**src/rtl/jtframe_pll_sup_pkg.sv**
```systemverilog
// jtframe_pll_sup_pkg: shared state encoding and saturating counter helper for the PLL supervisor
package jtframe_pll_sup_pkg;
  typedef enum logic [1:0] {
    RESET_PLL = 2'd0,
    WAIT_LOCK = 2'd1,
    SETTLE    = 2'd2,
    RUN       = 2'd3
  } state_t;
  // increments v unless it already holds the all-ones value of a w-bit counter
  function automatic logic [31:0] sat_inc(input logic [31:0] v, input int w);
    return v == (32'd1 << w) - 32'd1 ? v : v + 32'd1;
  endfunction
endpackage

```
**src/rtl/jtframe_sync.sv**
```systemverilog
// jtframe_sync: multi-flop synchronizer for a single asynchronous status line
// clk: destination clock, rst: sync active-high clear of the chain
// d: asynchronous input, q: d delayed by STAGES flops
module jtframe_sync #(
  parameter int STAGES = 2
) (
  input  logic clk,
  input  logic rst,
  input  logic d,
  output logic q
);
  (* ASYNC_REG = "TRUE" *) logic [STAGES-1:0] ff;
  always_ff @(posedge clk) begin
    if (rst) ff <= '0;
    else ff <= {ff[STAGES-2:0], d};
  end
  assign q = ff[STAGES-1];
endmodule

```
**src/rtl/jtframe_pll_sup.sv**
```systemverilog
// jtframe_pll_sup: drives PLL reset, waits for stable lock, then releases the core reset
// clk/rst: board reference clock and sync active-high reset
// pll_locked: async lock flag, force_relock: restart request, clr_cnt: clear event counters
// pll_rst: PLL reset, sys_rst: core reset, ready: high in RUN
// unlock_cnt/retry_cnt: saturating counts of lock losses in RUN and lock timeouts
module jtframe_pll_sup
  import jtframe_pll_sup_pkg::*;
#(
  parameter int SYNC_STAGES = 2,
  parameter int PLL_RST_LEN = 32,
  parameter int LOCK_WAIT   = 1024,
  parameter int TIMEOUT     = 50000,
  parameter int CNTW        = 8
) (
  input  logic            clk,
  input  logic            rst,
  input  logic            pll_locked,
  input  logic            force_relock,
  input  logic            clr_cnt,
  output logic            pll_rst,
  output logic            sys_rst,
  output logic            ready,
  output logic [CNTW-1:0] unlock_cnt,
  output logic [CNTW-1:0] retry_cnt
);
  localparam int M1 = PLL_RST_LEN > LOCK_WAIT ? PLL_RST_LEN : LOCK_WAIT;
  localparam int MAXV = M1 > TIMEOUT ? M1 : TIMEOUT;
  localparam int TW = $clog2(MAXV) + 1;
  localparam logic [TW-1:0] T_RST = TW'(PLL_RST_LEN - 1);
  localparam logic [TW-1:0] T_LOCK = TW'(LOCK_WAIT - 1);
  localparam logic [TW-1:0] T_OUT = TW'(TIMEOUT - 1);
  state_t st;
  logic [TW-1:0] timer;
  logic locked_s, unlock_ev, retry_ev;
  jtframe_sync #(.STAGES(SYNC_STAGES)) u_sync (
    .clk(clk),
    .rst(rst),
    .d(pll_locked),
    .q(locked_s)
  );
  // an unlock in RUN counts even when a relock request arrives alongside it,
  // while a forced relock pre-empts a coinciding timeout without counting it
  assign unlock_ev = st == RUN && !locked_s;
  assign retry_ev = st == WAIT_LOCK && !locked_s && timer == T_OUT && !force_relock;
  always_ff @(posedge clk) begin
    if (rst) begin
      st         <= RESET_PLL;
      timer      <= '0;
      pll_rst    <= 1'b1;
      sys_rst    <= 1'b1;
      ready      <= 1'b0;
      unlock_cnt <= '0;
      retry_cnt  <= '0;
    end else begin
      unlock_cnt <= clr_cnt ? '0 : unlock_ev ? CNTW'(sat_inc(32'(unlock_cnt), CNTW)) : unlock_cnt;
      retry_cnt  <= clr_cnt ? '0 : retry_ev ? CNTW'(sat_inc(32'(retry_cnt), CNTW)) : retry_cnt;
      if (force_relock && st != RESET_PLL) begin
        st      <= RESET_PLL;
        timer   <= '0;
        pll_rst <= 1'b1;
        sys_rst <= 1'b1;
        ready   <= 1'b0;
      end else begin
        case (st)
          RESET_PLL:
            if (timer == T_RST) begin
              st      <= WAIT_LOCK;
              timer   <= '0;
              pll_rst <= 1'b0;
            end else timer <= timer + 1'b1;
          WAIT_LOCK:
            if (locked_s) begin
              st    <= SETTLE;
              timer <= '0;
            end else if (timer == T_OUT) begin
              st      <= RESET_PLL;
              timer   <= '0;
              pll_rst <= 1'b1;
            end else timer <= timer + 1'b1;
          SETTLE:
            if (!locked_s) begin
              st    <= WAIT_LOCK;
              timer <= '0;
            end else if (timer == T_LOCK) begin
              st      <= RUN;
              timer   <= '0;
              sys_rst <= 1'b0;
              ready   <= 1'b1;
            end else timer <= timer + 1'b1;
          RUN:
            if (!locked_s) begin
              st      <= RESET_PLL;
              timer   <= '0;
              pll_rst <= 1'b1;
              sys_rst <= 1'b1;
              ready   <= 1'b0;
            end
        endcase
      end
    end
  end
endmodule
```
**config.mk**
```make
export PLATFORM = sky130hd
export DESIGN_NAME = jtframe_pll_sup
export DESIGN_NICKNAME = d
export VERILOG_FILES = /design/src/rtl/jtframe_pll_sup_pkg.sv /design/src/rtl/jtframe_sync.sv /design/src/rtl/jtframe_pll_sup.sv
export SDC_FILE = /design/constraint.sdc
export NUM_CORES = 1
export LEC_CHECK = 0
export CORE_AREA = 2 2 56 68
export CTS_CLUSTER_SIZE = 12
export DETAILED_ROUTE_END_ITERATION = 8
export DIE_AREA = 0 0 58 70
export GPL_ROUTABILITY_DRIVEN = 0
export PLACE_DENSITY = 0.8
export SLEW_MARGIN = 25
export SYNTH_ARGS = -nofsm -noshare
export SYNTH_HDL_FRONTEND = slang
export SYNTH_SLANG_ARGS = --single-unit
```
**constraint.sdc**
```tcl
create_clock -name clk -period 4.86 [get_ports clk]
set_clock_uncertainty 0.15 [all_clocks]
set_input_delay 0.972 -clock clk [delete_from_list [all_inputs] [get_ports clk]]
set_output_delay 0.972 -clock clk [all_outputs]
set_load 0.02 [all_outputs]
```
==> run summary <==
Setup repair after global routing left no endpoint under its margin. Measured against its own limit, the worst slew margin works out to 55.5%. The critical path goes through or4_4 -> or4_4 -> a21bo_2 -> o21ai_4 -> nor2_1. The end of the worst hold path is u_sync.ff[1].

The worst register-to-register path ends at timer[16]. The met3 track utilization from global routing is 5.37%. The worst hold path begins at u_sync.ff[0]. The detail route stage leaves a number of antenna-violating nets equal to 0. The post-synthesis cell type count was 40.

The filler cell count was 316; the post-detailed-placement half-perimeter wirelength was 2.47 mm. The logs give 42.3% for the sequential element share of the synthesized area and 19.7% for the total routing usage reported by global routing. The category of the worst setup path launch point is a flop.

The post-detailed-route DRC marker count is 0, and the area enclosed by the die boundary is 0.00406 mm^2. Counting stages on the worst path, the most repeated cell is sky130_fd_sc_hd__or4_4. Setup violations remaining at the end of the flow were counted as 0. The detailed router placed 1534 vias in this run. The final net count was 245; the actual slew at the worst max-slew pin was 0.664 ns. The repair_antennas step left the layout with diodes totalling 0. The die width is 58 um. The top-level I/O count is 24, and the worst path buffer plus inverter count is 0. Dividing total power by cell area gives a power density of 276 mW/mm^2. Count of hold-fix buffers inserted at cts: 0. The clock root buffer master is sky130_fd_sc_hd__clkbuf_8. The routed via count divided by cell count came out at 5.54. Cells with a size suffix above 1 make up 7.14% of the layout. Kind of end point of the critical path: a flop. The worst register-to-register path begins at timer[11]. In the final routed layout, each cell accounts on average for 12.7 um. The setup path with the least slack is of type reg2reg.

The run gives 0 as the count of pins over their slew limit. The clock period could shrink to 2.59 ns. For this block, the initial DRC count from the detailed router was 52.

Of all nets on the critical path, the largest fanout is 17. Vertical die dimension: 70 um. The class of the worst hold path is reg2reg. Measured in cells, the most critical reg-to-reg path has a length of 5. The setup TNS after final layout came out at 0 ns.

Entering global routing, the biggest net connects 18 pins. The number of placement rows is 24, and the aggregate global routing overflow is 0. The count of mapped cells out of synthesis came out at 215. The total length of routed wires was 3.51 mm. Global routing consumed, on the met2 layer, 32.6% of the routing resources. For the met1 usage, the log shows 22.8%. The global routing's busiest layer was met2. The mean post-synth cell area came out at 8.80 um^2.

Gates resized during post-CTS repair numbered 0. At the worst endpoint, the required time is 4.88 ns. The run finished with clean final reports. Yosys printed 0 warnings. The clock-pin slew of the registers on the worst-case setup and hold paths was 0.07 ns.

The hold violation total from the final report is 0, and the final clock period utilization by the worst path is 53.4%. Once the floorplan was initialized, standard cells occupied 54.3% of the core. Data on the critical path arrives at its endpoint at 2.61 ns. The total power draw came out at 617 uW. Total nets after synthesis: 223. Summing all flip-flop and latch instances after layout gives 801 um^2. On the worst path, the slowest cell contributes a delay of 0.64 ns.

Relative to the synthesized area, the layout overhead comes to 18.3%. For this design the static power due to leakage is 0.000797 uW. The logs give 6.21 mm for the global-route wire length before repair and 0.00348 mm^2 for the placeable core area. Across the run, the number of max-cap violations was 0.

Slowest cell on the critical path: sky130_fd_sc_hd__or4_4. Across all register-to-register paths, the minimum setup slack is 2.27 ns. CTS built an H-tree with a depth of 2. Clock latency on the worst-skew pair, taken at its later pin, is 0.30 ns.

The worst-case IR drop observed on VDD is 304 uV. Clock tree synthesis inserted a total of 5 buffers. The cell count of the worst hold path was 1. In this run, synthesis produced a sequential element count of 40. Broken down by cell family, the worst path's largest delay share belongs to simple AND/OR/NAND/NOR gates.

In this run the deepest clock path goes through 2 buffers. In this run the cell area of the synthesized design comes to 0.00189 mm^2. The clock net in this run drives a total of 40 sinks.

TritonCTS built the clock tree. Number of iterations in the first detailed-routing pass: 4. The logs give 0 for the number of antenna violations at the first check in global routing and 0 for the post-CTS setup buffer count. The area of the multi-input gates was 0.00102 mm^2; the maximum clock rate was 385 MHz. In this run the tool buffered the top-level ports with 23 buffer cells.

The number of global-route vias before repair is 1476.
[worst reg2reg max path, stage by stage (launching register included)]
cell and delay [ns]:
sky130_fd_sc_hd__dfxtp_1 0.35, sky130_fd_sc_hd__or4_4 0.57, sky130_fd_sc_hd__or4_4 0.64, sky130_fd_sc_hd__a21bo_2 0.27
sky130_fd_sc_hd__o21ai_4 0.40, sky130_fd_sc_hd__nor2_1 0.10
[worst max path at each step]
stage	start	to	cells after the start	slack, ns
after global routing	timer[11]	timer[16]	5	2.14
after detailed placement	timer[11]	timer[8]	5	2.27
after global placement	force_relock	retry_cnt[7]	6	2.30
after floorplan	timer[11]	timer[0]	6	2.54
final	timer[11]	timer[16]	5	2.27
after CTS	timer[11]	timer[16]	5	2.26
[power by group]
| group | switching (uW) | internal [uW] | total (uW) | leakage, uW |
|---|---|---|---|---|
| Combinational | 8.34 | 6.71 | 15.1 | 0.000419 |
| Sequential | 3.06 | 330 | 333 | 0.000323 |
| Clock | 116 | 152 | 268 | 0.0000541 |
[cells in the final DEF (no fill, tap or decap), types with 2 or more instances in the layout]
| master | instances |
|---|---|
| sky130_fd_sc_hd__xnor2_1 | 14 |
| sky130_fd_sc_hd__or2_2 | 2 |
| sky130_fd_sc_hd__o211ai_1 | 2 |
| sky130_fd_sc_hd__o21ai_0 | 5 |
| sky130_fd_sc_hd__nand4_1 | 9 |
| sky130_fd_sc_hd__and3_1 | 5 |
| sky130_fd_sc_hd__nor2_1 | 35 |
| sky130_fd_sc_hd__inv_1 | 6 |
| sky130_fd_sc_hd__ha_1 | 3 |
| sky130_fd_sc_hd__nor4_1 | 2 |
| sky130_fd_sc_hd__mux2i_1 | 2 |
| sky130_fd_sc_hd__or4_4 | 2 |
| sky130_fd_sc_hd__and4_1 | 2 |
| sky130_fd_sc_hd__nand2_1 | 13 |
| sky130_fd_sc_hd__nor3_1 | 10 |
| sky130_fd_sc_hd__nor2b_1 | 3 |
| sky130_fd_sc_hd__clkbuf_8 | 5 |
| sky130_fd_sc_hd__nand3_1 | 12 |
| sky130_fd_sc_hd__nand4b_1 | 2 |
| sky130_fd_sc_hd__xor2_1 | 15 |
| sky130_fd_sc_hd__clkdlybuf4s50_1 | 23 |
| sky130_fd_sc_hd__a21oi_1 | 7 |
| sky130_fd_sc_hd__dfxtp_1 | 40 |
[layout make-up]
class                      count  area share (%)
timing repair buffer          23            10.3
multi-input combinational    161            45.7
sequential                    40            35.8
tap                           39            2.18
clock inverter                 3            1.90
inverter                       6            1.01
clock buffer                   5            3.08
[cells in the mapped netlist, drive strengths merged]
| library cell | instances | area share [%] |
|---|---|---|
| and3 | 5 | 1.7 |
| clkbuf | 5 | 0.99 |
| nor3 | 10 | 2.6 |
| a21bo | 1 | 0.53 |
| o21ai | 6 | 2.2 |
| or3 | 1 | 0.33 |
| nand2 | 13 | 2.6 |
| nand4 | 9 | 3.0 |
| a21boi | 1 | 0.40 |
| and2 | 1 | 0.33 |
| o22ai | 1 | 0.33 |
| inv | 6 | 1.2 |
| nand2b | 1 | 0.33 |
| mux2i | 2 | 1.1 |
| nand4bb | 1 | 0.86 |
| buf | 3 | 1.4 |
| and4 | 2 | 0.93 |
| xor2 | 15 | 6.9 |
| or2 | 2 | 0.66 |
| or4b | 1 | 0.53 |
| nand4b | 2 | 0.93 |
| o211ai | 2 | 0.79 |
| or2b | 1 | 0.40 |
| nor3b | 1 | 0.40 |
| nor2 | 35 | 6.9 |
| nor4 | 3 | 1.8 |
| a21oi | 7 | 1.9 |
| nand3 | 12 | 3.2 |
| or4bb | 1 | 0.60 |
| nor2b | 3 | 0.99 |
| dfxtp | 40 | 42 |
| or4 | 3 | 1.6 |
| o21a | 1 | 0.40 |
| o211a | 1 | 0.53 |
| ha | 3 | 2.0 |
| xnor2 | 14 | 6.5 |
[sequential cells by signal (all words and copies together), names as in the netlist]
signal,count
u_sync.ff,2
pll_rst,1
ready,1
retry_cnt,8
st,2
unlock_cnt,8
sys_rst,1
timer,17
[layer usage]
layer	vias up	share of wire (%)
met5	-	0
met1	718	44
met2	25	51
li1	787	-
met3	4	3.9
met4	0	1.5
[cell families (layout without fill, tap and decap cells)]
kind of cell,count (synthesis),after routing,synth area share (%)
XOR/XNOR,29,29,13.4
buffers and inverters,14,37,3.57
flip-flops,40,40,42.3
AND/OR/NAND/NOR,107,107,30.6
adder cells (fa/ha/maj),3,3,1.98
multiplexers,2,2,1.06
AO/OA/AOI/OAI,20,20,7.01
[per-stage QoR]
step	instance area, um^2	worst slack [ns]	instances	utilization, %	hold slack [ns]
after floorplan	1890	2.54	215	-	0.264
after global placement	2130	2.30	269	61.0	0.285
after detailed placement	2130	2.27	269	61.0	0.295
after CTS	2240	2.26	277	64.2	0.308
after global routing	2240	2.14	277	64.2	0.311
final	2240	2.27	277	64.2	0.309
(Power assumes the default switching activity.)
